===== src/rtl/destruct_line_ctrl_pkg.sv =====
// Shared types and constants for the destructor line/frame sequencer.
package destruct_ctrl_pkg;

  localparam int GAP_MIN    = 1;
  localparam int DEFAULT_HW = 16;
  localparam int DEFAULT_VW = 16;

  typedef enum logic [2:0] {
    ST_IDLE  = 3'd0,
    ST_ALIGN = 3'd1,
    ST_RUN   = 3'd2,
    ST_LEND  = 3'd3,
    ST_GAPW  = 3'd4,
    ST_DONE  = 3'd5
  } state_t;

  // Width of a down-counter that must hold gap-1.
  function automatic int gap_cnt_width(input int gap);
    return (gap > 1) ? $clog2(gap) : 1;
  endfunction

endpackage


===== src/rtl/destruct_line_ctrl_if.sv =====
// Sequencer <-> destructor/pixel-sink signal bundle.
interface destruct_line_ctrl_if;
  logic dst_ord_en;
  logic dst_ialign;
  logic dst_force_rd;
  logic fifo_empty;
  logic pix_ready;
  logic pix_valid;
  logic pix_sof;
  logic pix_eol;

  modport master (
    output dst_ord_en, dst_ialign, dst_force_rd, pix_valid, pix_sof, pix_eol,
    input  fifo_empty, pix_ready
  );

  modport slave (
    input  dst_ord_en, dst_ialign, dst_force_rd, pix_valid, pix_sof, pix_eol,
    output fifo_empty, pix_ready
  );
endinterface


===== src/rtl/destruct_line_ctrl_xy_cnt.sv =====
// Horizontal/vertical pixel counters with terminal-count flags against the latched geometry.
module dctrl_xy_cnt
  import destruct_ctrl_pkg::*;
#(
  parameter int HW = DEFAULT_HW,
  parameter int VW = DEFAULT_VW
) (
  input  logic          clock,
  input  logic          rst_n,
  input  logic          h_inc,
  input  logic          h_clr,
  input  logic          v_inc,
  input  logic          v_clr,
  input  logic [HW-1:0] h_total,
  input  logic [VW-1:0] v_total,
  output logic          h_last,
  output logic          v_last
);

  logic [HW-1:0] hcnt;
  logic [VW-1:0] vcnt;

  always_ff @(posedge clock) begin
    if (!rst_n) begin
      hcnt <= '0;
      vcnt <= '0;
    end else begin
      if (h_clr)      hcnt <= '0;
      else if (h_inc) hcnt <= hcnt + HW'(1);
      if (v_clr)      vcnt <= '0;
      else if (v_inc) vcnt <= vcnt + VW'(1);
    end
  end

  // Totals are never zero once latched, so total-1 cannot underflow.
  assign h_last = (hcnt == h_total - HW'(1));
  assign v_last = (vcnt == v_total - VW'(1));

endmodule


===== src/rtl/destruct_line_ctrl.sv =====
// Frame/line sequencer driving the wide-word-to-pixel destructor.
// DESTRUCT_LINE_ALIGN_EN: force a fresh wide word at every line end (default: only the last line).
//
// state | meaning
// IDLE  | waiting for start
// ALIGN | one-cycle word-alignment pulse, counters cleared
// RUN   | issuing pixel read enables
// LEND  | line end, optional force-read
// GAPW  | inter-line idle gap
// DONE  | frame completion pulse
module destruct_line_ctrl
  import destruct_ctrl_pkg::*;
#(
  parameter int HW  = DEFAULT_HW,
  parameter int VW  = DEFAULT_VW,
  parameter int GAP = 2
) (
  input  logic                  clock,
  input  logic                  rst_n,
  input  logic [HW-1:0]         cfg_hactive,
  input  logic [VW-1:0]         cfg_vactive,
  input  logic                  start,
  input  logic                  abort,
  destruct_line_ctrl_if.master  dst,
  output logic                  busy,
  output logic                  frame_done,
  output logic                  cfg_err
);

  localparam int GAP_EFF = (GAP < GAP_MIN) ? GAP_MIN : GAP;
  localparam int GW      = gap_cnt_width(GAP_EFF);
  localparam logic [GW-1:0] GAP_LOAD = GW'(GAP_EFF - 1);

  state_t        state, state_nxt;
  logic [HW-1:0] hact_q;
  logic [VW-1:0] vact_q;
  logic [GW-1:0] gcnt;
  logic          first_q;
  logic          abort_q;
  logic          cfg_err_q;
  logic          valid_q, sof_q, eol_q;

  logic ord_en, ialign, lend_force, done_c;
  logic h_inc, h_clr, v_inc, v_clr;
  logic h_last, v_last;
  logic accept, cfg_bad, geom_zero;

  assign geom_zero = (cfg_hactive == '0) || (cfg_vactive == '0);

  dctrl_xy_cnt #(.HW(HW), .VW(VW)) u_xy_cnt (
    .clock   (clock),
    .rst_n   (rst_n),
    .h_inc   (h_inc),
    .h_clr   (h_clr),
    .v_inc   (v_inc),
    .v_clr   (v_clr),
    .h_total (hact_q),
    .v_total (vact_q),
    .h_last  (h_last),
    .v_last  (v_last)
  );

  always_comb begin
    state_nxt  = state;
    ord_en     = 1'b0;
    ialign     = 1'b0;
    lend_force = 1'b0;
    done_c     = 1'b0;
    h_inc      = 1'b0;
    h_clr      = 1'b0;
    v_inc      = 1'b0;
    v_clr      = 1'b0;
    accept     = 1'b0;
    cfg_bad    = 1'b0;
    // Abort masks every strobe this cycle; the force-read follows next cycle.
    if (abort) begin
      state_nxt = ST_IDLE;
    end else begin
      case (state)
        ST_IDLE: begin
          if (start) begin
            if (geom_zero) begin
              cfg_bad = 1'b1;
            end else begin
              accept    = 1'b1;
              state_nxt = ST_ALIGN;
            end
          end
        end
        ST_ALIGN: begin
          ialign    = 1'b1;
          h_clr     = 1'b1;
          v_clr     = 1'b1;
          state_nxt = ST_RUN;
        end
        ST_RUN: begin
          ord_en = !dst.fifo_empty && dst.pix_ready;
          if (ord_en) begin
            if (h_last) begin
              h_clr     = 1'b1;
              state_nxt = ST_LEND;
            end else begin
              h_inc = 1'b1;
            end
          end
        end
        ST_LEND: begin
`ifdef DESTRUCT_LINE_ALIGN_EN
          lend_force = 1'b1;
`else
          lend_force = v_last;
`endif
          if (v_last) begin
            state_nxt = ST_DONE;
          end else begin
            v_inc     = 1'b1;
            state_nxt = ST_GAPW;
          end
        end
        ST_GAPW: begin
          if (gcnt == '0) state_nxt = ST_RUN;
        end
        ST_DONE: begin
          done_c    = 1'b1;
          state_nxt = ST_IDLE;
        end
        default: state_nxt = ST_IDLE;
      endcase
    end
  end

  always_ff @(posedge clock) begin
    if (!rst_n) begin
      state     <= ST_IDLE;
      hact_q    <= '0;
      vact_q    <= '0;
      gcnt      <= '0;
      first_q   <= 1'b0;
      abort_q   <= 1'b0;
      cfg_err_q <= 1'b0;
      valid_q   <= 1'b0;
      sof_q     <= 1'b0;
      eol_q     <= 1'b0;
    end else begin
      state     <= state_nxt;
      abort_q   <= abort && (state != ST_IDLE);
      cfg_err_q <= cfg_bad;
      if (accept) begin
        hact_q <= cfg_hactive;
        vact_q <= cfg_vactive;
      end
      if (state == ST_LEND)                   gcnt <= GAP_LOAD;
      else if (state == ST_GAPW && gcnt != '0) gcnt <= gcnt - GW'(1);
      if (ialign)      first_q <= 1'b1;
      else if (ord_en) first_q <= 1'b0;
      // Mirrors the destructor's one-cycle output register.
      valid_q <= ord_en;
      sof_q   <= ord_en && first_q;
      eol_q   <= ord_en && h_last;
    end
  end

  assign dst.dst_ord_en   = ord_en;
  assign dst.dst_ialign   = ialign;
  assign dst.dst_force_rd = lend_force || abort_q;
  assign dst.pix_valid    = valid_q;
  assign dst.pix_sof      = sof_q;
  assign dst.pix_eol      = eol_q;
  assign busy       = (state == ST_ALIGN) || (state == ST_RUN) ||
                      (state == ST_LEND)  || (state == ST_GAPW);
  assign frame_done = done_c;
  assign cfg_err    = cfg_err_q;

endmodule


===== src/flat_wrapper.sv =====
// flat-port wrapper written by rule: the top's interface ports become plain ports
module destruct_line_ctrl_flat import destruct_ctrl_pkg::*;
#(
  parameter int HW  = DEFAULT_HW,
  parameter int VW  = DEFAULT_VW,
  parameter int GAP = 2
)
  (clock, rst_n, cfg_hactive, cfg_vactive, start, abort, busy, frame_done, cfg_err, dst_dst_ord_en, dst_dst_ialign, dst_dst_force_rd, dst_pix_valid, dst_pix_sof, dst_pix_eol, dst_fifo_empty, dst_pix_ready);
  destruct_line_ctrl_if dst_i ();
  input  logic clock;
  input  logic rst_n;
  input  logic [HW-1:0] cfg_hactive;
  input  logic [VW-1:0] cfg_vactive;
  input  logic start;
  input  logic abort;
  output logic busy;
  output logic frame_done;
  output logic cfg_err;
  output wire logic [$bits(dst_i.dst_ord_en)-1:0] dst_dst_ord_en;
  output wire logic [$bits(dst_i.dst_ialign)-1:0] dst_dst_ialign;
  output wire logic [$bits(dst_i.dst_force_rd)-1:0] dst_dst_force_rd;
  output wire logic [$bits(dst_i.pix_valid)-1:0] dst_pix_valid;
  output wire logic [$bits(dst_i.pix_sof)-1:0] dst_pix_sof;
  output wire logic [$bits(dst_i.pix_eol)-1:0] dst_pix_eol;
  input wire logic [$bits(dst_i.fifo_empty)-1:0] dst_fifo_empty;
  input wire logic [$bits(dst_i.pix_ready)-1:0] dst_pix_ready;
  assign dst_dst_ord_en = dst_i.dst_ord_en;
  assign dst_dst_ialign = dst_i.dst_ialign;
  assign dst_dst_force_rd = dst_i.dst_force_rd;
  assign dst_pix_valid = dst_i.pix_valid;
  assign dst_pix_sof = dst_i.pix_sof;
  assign dst_pix_eol = dst_i.pix_eol;
  assign dst_i.fifo_empty = dst_fifo_empty;
  assign dst_i.pix_ready = dst_pix_ready;
  destruct_line_ctrl #(.HW(HW), .VW(VW), .GAP(GAP)) u_core (.clock(clock), .rst_n(rst_n), .cfg_hactive(cfg_hactive), .cfg_vactive(cfg_vactive), .start(start), .abort(abort), .dst(dst_i), .busy(busy), .frame_done(frame_done), .cfg_err(cfg_err));
endmodule

===== config.mk =====
export PLATFORM = sky130hd
export DESIGN_NAME = destruct_line_ctrl_flat
export DESIGN_NICKNAME = d
export VERILOG_FILES = /design/src/rtl/destruct_line_ctrl_pkg.sv /design/src/rtl/destruct_line_ctrl_if.sv /design/src/rtl/destruct_line_ctrl_xy_cnt.sv /design/src/rtl/destruct_line_ctrl.sv /design/src/flat_wrapper.sv
export SDC_FILE = /design/constraint.sdc
export NUM_CORES = 1
export LEC_CHECK = 0
export CORE_ASPECT_RATIO = 0.7
export CORE_MARGIN = 3
export CORE_UTILIZATION = 51
export CTS_BUF_LIST = sky130_fd_sc_hd__clkbuf_4 sky130_fd_sc_hd__clkbuf_8
export DETAILED_ROUTE_END_ITERATION = 10
export PLACE_DENSITY = 0.85
export SLEW_MARGIN = 10
export SYNTH_ARGS = -nofsm -noshare
export SYNTH_HDL_FRONTEND = slang
export SYNTH_SLANG_ARGS = --single-unit

===== constraint.sdc =====
create_clock -name clock -period 3 [get_ports clock]
set_input_delay 0.6 -clock clock [delete_from_list [all_inputs] [get_ports clock]]
set_output_delay 0.6 -clock clock [all_outputs]
set_load 0.01 [all_outputs]

==> flow_metrics.tcl, run 1 <==
set metrics [dict create \
    setup_viol 1 \
    hold_depth 2 \
    clk_pin_slew_ns 0.08 \
    area_growth_pct 25.3 \
    drv_cap 0 \
    final_cell_area_um2 5990 \
    violations "negative setup slack" \
    die_area_um2 10600 \
    nets 691 \
    die_w_um 122 \
    cts_hold_buf 0 \
    grt_use_total 0.271 \
    finalMaxSlewViolations 0 \
    arrival_ns 2.63 \
    syn_nets 619 \
    holdCritStartpoint "u_core.gcnt" \
    async_reset_ff_frac 0 \
    leakagePower_nw 2.45 \
    drt_iter0_markers 560 \
    wl_per_cell_um 18.6 \
    clock-sinks 74 \
    power.density_nw_per_um2 415 \
    worstHoldPathType "reg2reg" \
    dpl_cell_area_um2 5610 \
    vias 4884 \
    syn_inst 577 \
    antenna_found_initial 0 \
    grt_max_degree 40 \
    port_buffers 46 \
    first_pass_iters 5 \
    cp_data_required_time_ns 2.40 \
    synth_flop_cell "dfxtp_1" \
    synth.yosys.seq_area_share 0.310 \
    dp.cells 753 \
    ir_worst_vdd_mv 0.221 \
    crit_path_end_kind "primary output" \
    finClkSkew_ns 0.00745 \
    cts_made_buffers 9 \
    path_common_cell "buf_4" \
    final_common_cell "dfxtp_1" \
    crit_path_max_incr_delay_ns 0.37 \
    rows 28 \
    crit_chain "inv_2 -> ha_4 -> buf_4 -> buf_4 -> xor2_1 -> a21oi_1 -> a22o_1 -> a2111oi_4 -> and4b_2 -> a21o_1 -> buf_2" \
    most-common-layout-cells "72 x dfxtp_1, 49 x buf_4, 45 x clkdlybuf4s50_1" \
    period_share 1.08 \
    worst_pin_slew_ns 1.03 \
    power_w 0.00249 \
    yosys_register_bits 74 \
    start_util 0.544 \
    wirelength_um 14400 \
    slew_headroom 0.314 \
    rsz0062_at_grt "yes" \
    cts_root_buffer "clkbuf_8" \
    status "finished with violations" \
    die_h_um 87.0 \
    syn_area_um2 4780 \
    critPathLaunchType "register" \
    final_util 0.681 \
    fill_cells 662 \
    critPathLaunch "u_core.vact_q[1]" \
    avgSynthCellArea_um2 8.29 \
    cp_max_fo 4 \
    clk-insertion-delay-late_ns 0.36 \
    n_antenna_cell 0 \
    synth_cell_types 65 \
    drive_above_1_share 0.167 \
    ant_nets 0 \
    r2r_cells 11 \
    place_congestion 0.886 \
    grt_pass1_vias 4605 \
    htreeDepth 3 \
    grt_pass1_wl_um 22900 \
    cts_tree "yes" \
    instances_no_fill 774 \
    timing.setup.critical_path_class "reg2out" \
    grt_overflow 0 \
    ys_warn_count 0 \
    post-route-min-period_ns 3.23 \
    clockBufferDepth 2 \
    dpl.hpwl_um 10100 \
    clock.fmax_mhz 310 \
    ios 47 \
    setup_slack_ns -0.227 \
    crit_slowest_cell "dfxtp_2" \
    core-area_um2 8790 \
    vias_per_cell 6.31 \
    timing_hold_violations_final 0 \
    r2r_start "u_core.hact_q[0]" \
    synth-edff-count 0 \
    hold_slack_ns 0.501 \
    route.detailed.drc 0 \
]
[Yosys cell counts (11+ instances only)]
cell type / number / share of area
or3_1: 15 / 0.020
or4_1: 22 / 0.035
nor2_1: 29 / 0.023
nor3_1: 12 / 0.013
inv_1: 11 / 0.0086
nand2_1: 40 / 0.031
nor4_1: 17 / 0.022
clkbuf_1: 25 / 0.020
nand3_1: 41 / 0.043
a21oi_1: 28 / 0.029
mux2i_1: 33 / 0.069
o21ai_0: 12 / 0.013
xor2_1: 12 / 0.022
xnor2_1: 22 / 0.040
nand4_1: 13 / 0.017
dfxtp_1: 74 / 0.31
nor2b_1: 39 / 0.051
[cell families (layout without fill, tap and decap cells)]
kind of cell | Yosys count | count (layout) | share of synthesized area
buffers and inverters | 49 | 126 | 0.0455
flip-flops | 74 | 74 | 0.310
adder cells (fa/ha/maj) | 4 | 4 | 0.0105
AND/OR/NAND/NOR | 280 | 280 | 0.349
AO/OA/AOI/OAI | 103 | 103 | 0.153
XOR/XNOR | 34 | 34 | 0.0623
multiplexers | 33 | 33 | 0.0691
[critical path: cells and delay by family (launching register included)]
kind	cells	cell delay, ns
xor+xnor	1	0.16
buf+inv	4	0.43
compound gates	4	0.82
simple gates	1	0.33
fa+ha+maj	1	0.14
flops	1	0.37
[metal layers]
layer,track usage,vias up,wire length (um)
li1,-,2299,-
met1,0.389,2320,6660
met2,0.407,242,6090
met3,0.0675,23,1410
met4,0.0732,0,198
met5,0,-,0
[where the power goes]
| group | switching [W] | total, W | internal (W) |
|---|---|---|---|
| clock network | 0.000392 | 0.000927 | 0.000535 |
| registers | 0.0000358 | 0.00104 | 0.00101 |
| logic | 0.000254 | 0.000518 | 0.000264 |
| total | 0.000681 | 0.00249 | 0.00180 |
[worst paths after layout]
| kind | to | slack [ns] |
|---|---|---|
| worst max-delay path | dst_dst_force_rd | -0.23 |
| worst min-delay path | u_core.gcnt | 0.50 |
| worst max register to register | u_core.u_xy_cnt.hcnt[2] | 0.04 |
| worst min register to register | u_core.gcnt | 0.50 |
[final cells by class]
cell class | instances | area, um2 | area share
Sequential cell | 74 | 1480 | 0.248
Tap cell | 120 | 150 | 0.0251
Timing Repair Buffer | 99 | 900 | 0.150
Inverter | 11 | 41.3 | 0.00690
Clock buffer | 12 | 165 | 0.0276
Multi-Input combinational cell | 454 | 3180 | 0.530
Clock inverter | 4 | 72.6 | 0.0121
[per-stage QoR]
| step | setup WS (ns) | setup TNS (ns) |
|---|---|---|
| 6_report | -0.227 | -0.227 |
| 5_1_grt | -0.330 | -0.748 |
| 4_1_cts | -0.176 | -0.176 |
| 3_5_place_dp | -0.383 | -0.383 |
| 3_3_place_gp | -0.289 | -0.289 |
| 2_1_floorplan | 0.0283 | 0 |
[what timing repair did]
action                                  in CTS  in global routing
endpoints found under the setup margin       1                 24
setup buffers                                4                  1
resized for setup                           20                  6
endpoints found under the hold margin        0                  0
cloned                                       0                  1
pin swaps                                    5                  1
[registers in the layout (all words and copies together), names as in the netlist, 3 cells and up]
signal,cells
u_core.u_xy_cnt.hcnt,16
u_core.hact_q,16
u_core.u_xy_cnt.vcnt,16
u_core.vact_q,16
u_core.state,3
Note: power is estimated with default switching activity, not from simulation.
==> run 2: changes to the inputs <==
- CORE_ASPECT_RATIO: 0.7 -> unset
- SLEW_MARGIN: 10 -> 20
==> run 2 against run 1 <==
- the run still ends with negative setup slack left
- global-route usage decreased by 1.7 points
- die area fell by 0.17%
- core utilization down 1.5 points
- worst hold slack lost 0.011 ns
- via count is 3.5% lower
- count of clock-buffer cells in the layout fell by 1
- sequential power hardly changed
- routed wire length fell by 9.0%
- clock skew up 0.0063 ns
- sequential share of layout area is 0.19 points higher
- final cell count down 2.6%
- critical path type unchanged
- largest power group is now the clock network
==> flow_metrics.tcl, run 2 (same netlist as run 1, synthesis figures left out) <==
set metrics [dict create \
    vias_per_cell 6.25 \
    dp_slack_ns -0.219 \
    nets 683 \
    ir_worst_vdd_mv 0.342 \
    drt_iter0_markers 170 \
    port_buffers 46 \
    antenna_found_initial 0 \
    rows 34 \
    cp_max_fo 5 \
    cts_made_buffers 9 \
    post-route-min-period_ns 3.09 \
    die_w_um 103 \
    power.density_nw_per_um2 436 \
    critPathLaunchType "register" \
    grt_pass1_wl_um 21500 \
    grt_max_degree 40 \
    clock-sinks 74 \
    worst_pin_slew_ns 1.03 \
    period_share 1.03 \
    core-area_um2 8930 \
    slew_headroom 0.311 \
    cts_tree "yes" \
    area_growth_pct 24.4 \
    fill_cells 695 \
    arrival_ns 2.49 \
    status "finished with violations" \
    dpl_cell_area_um2 5520 \
    route.detailed.drc 0 \
    n_antenna_cell 0 \
    clockBufferDepth 2 \
    grt_use_total 0.255 \
    worstHoldPathType "reg2reg" \
    crit_path_end_kind "primary output" \
    timing.setup.critical_path_class "reg2out" \
    final_cell_area_um2 5950 \
    rsz0062_at_grt "yes" \
    timing_hold_violations_final 0 \
    drive_above_1_share 0.156 \
    clk_pin_slew_ns 0.08 \
    htreeDepth 3 \
    wirelength_um 13100 \
    place_congestion 0.928 \
    dpl.hpwl_um 9390 \
    finClkSkew_ns 0.0137 \
    die_area_um2 10600 \
    clock.fmax_mhz 324 \
    cp_data_required_time_ns 2.40 \
    start_util 0.535 \
    ios 47 \
    die_h_um 103 \
    drv_cap 0 \
    multi_input_area_um2 3180 \
    cts_root_buffer "clkbuf_8" \
    setup_slack_ns -0.0899 \
    first_pass_iters 5 \
    regArea_um2 1490 \
    finalMaxSlewViolations 0 \
    grt_pass1_vias 4588 \
    violations "negative setup slack" \
    grt_overflow 0 \
    ant_nets 0 \
    setup_viol 1 \
    clk-insertion-delay-late_ns 0.35 \
    vias 4711 \
    most-common-layout-cells "71 x dfxtp_1, 45 x clkdlybuf4s50_1, 41 x nand3_1, 41 x buf_4" \
    wl_per_cell_um 17.3 \
    final_common_cell "dfxtp_1" \
    leakagePower_nw 2.43 \
]
-- run 2: area by class of cell --
class / count / share of cell area
Clock buffer: 11 / 0.0244
Clock inverter: 5 / 0.0210
Inverter: 11 / 0.00694
Multi-Input combinational cell: 454 / 0.535
Sequential cell: 74 / 0.250
Tap cell: 108 / 0.0227
Timing Repair Buffer: 91 / 0.140
-- run 2: path summary, 6_finish.rpt --
| path | start | endpoint | slack, ns | cells past startpoint |
|---|---|---|---|---|
| setup / recovery | u_core.vact_q[9] | dst_dst_force_rd | -0.09 | 7 |
| hold / removal | u_core.first_q | u_core.dst.pix_sof | 0.49 | 1 |
| setup reg to reg | u_core.hact_q[1] | u_core.u_xy_cnt.hcnt[2] | 0.13 | 11 |
| hold reg to reg | u_core.first_q | u_core.dst.pix_sof | 0.49 | 1 |
-- run 2: through the flow --
stage               utilization  hold WS (ns)  setup TNS [ns]  cells  total power (W)
global route              0.666         0.497          -0.192    754          0.00269
CTS                       0.659         0.493         -0.0737    751          0.00258
global placement          0.618         0.474          -0.143    733          0.00149
floorplan                     -         0.453               0    577          0.00134
finish                    0.666         0.489         -0.0899    754          0.00259
detailed placement        0.618         0.484          -0.219    733          0.00151
-- run 2: repair_timing --
action                     4_1_cts  5_1_grt
hold buffers                     0        0
gates cloned                     0        1
pin swaps                        9        2
buffers inserted                 2        2
setup endpoints to repair        1       12
resized for setup               24        4
hold endpoints to repair         0        0
-- run 2: per-layer routing --
| metal | global-route usage | wire (um) | vias up | part of all wire |
|---|---|---|---|---|
| li1 | - | - | 2274 | - |
| met1 | 0.281 | 5070 | 2215 | 0.39 |
| met2 | 0.468 | 6810 | 171 | 0.52 |
| met3 | 0.0507 | 667 | 51 | 0.051 |
| met4 | 0.118 | 522 | 0 | 0.040 |
| met5 | 0 | 0 | - | 0 |
-- run 2: power by group --
part | total, W | internal (W) | switching [W]
Sequential | 0.00104 | 0.00101 | 0.0000362
Clock | 0.00105 | 0.000668 | 0.000384
Combinational | 0.000499 | 0.000258 | 0.000241
-- run 2: critical path, cell delays in order, from the launching register on --
cell	delay, ns
dfxtp_1	0.32
or4_4	0.59
nor4_4	0.34
xnor2_2	0.13
a2111oi_4	0.24
and4b_1	0.26
a21o_1	0.13
buf_2	0.13
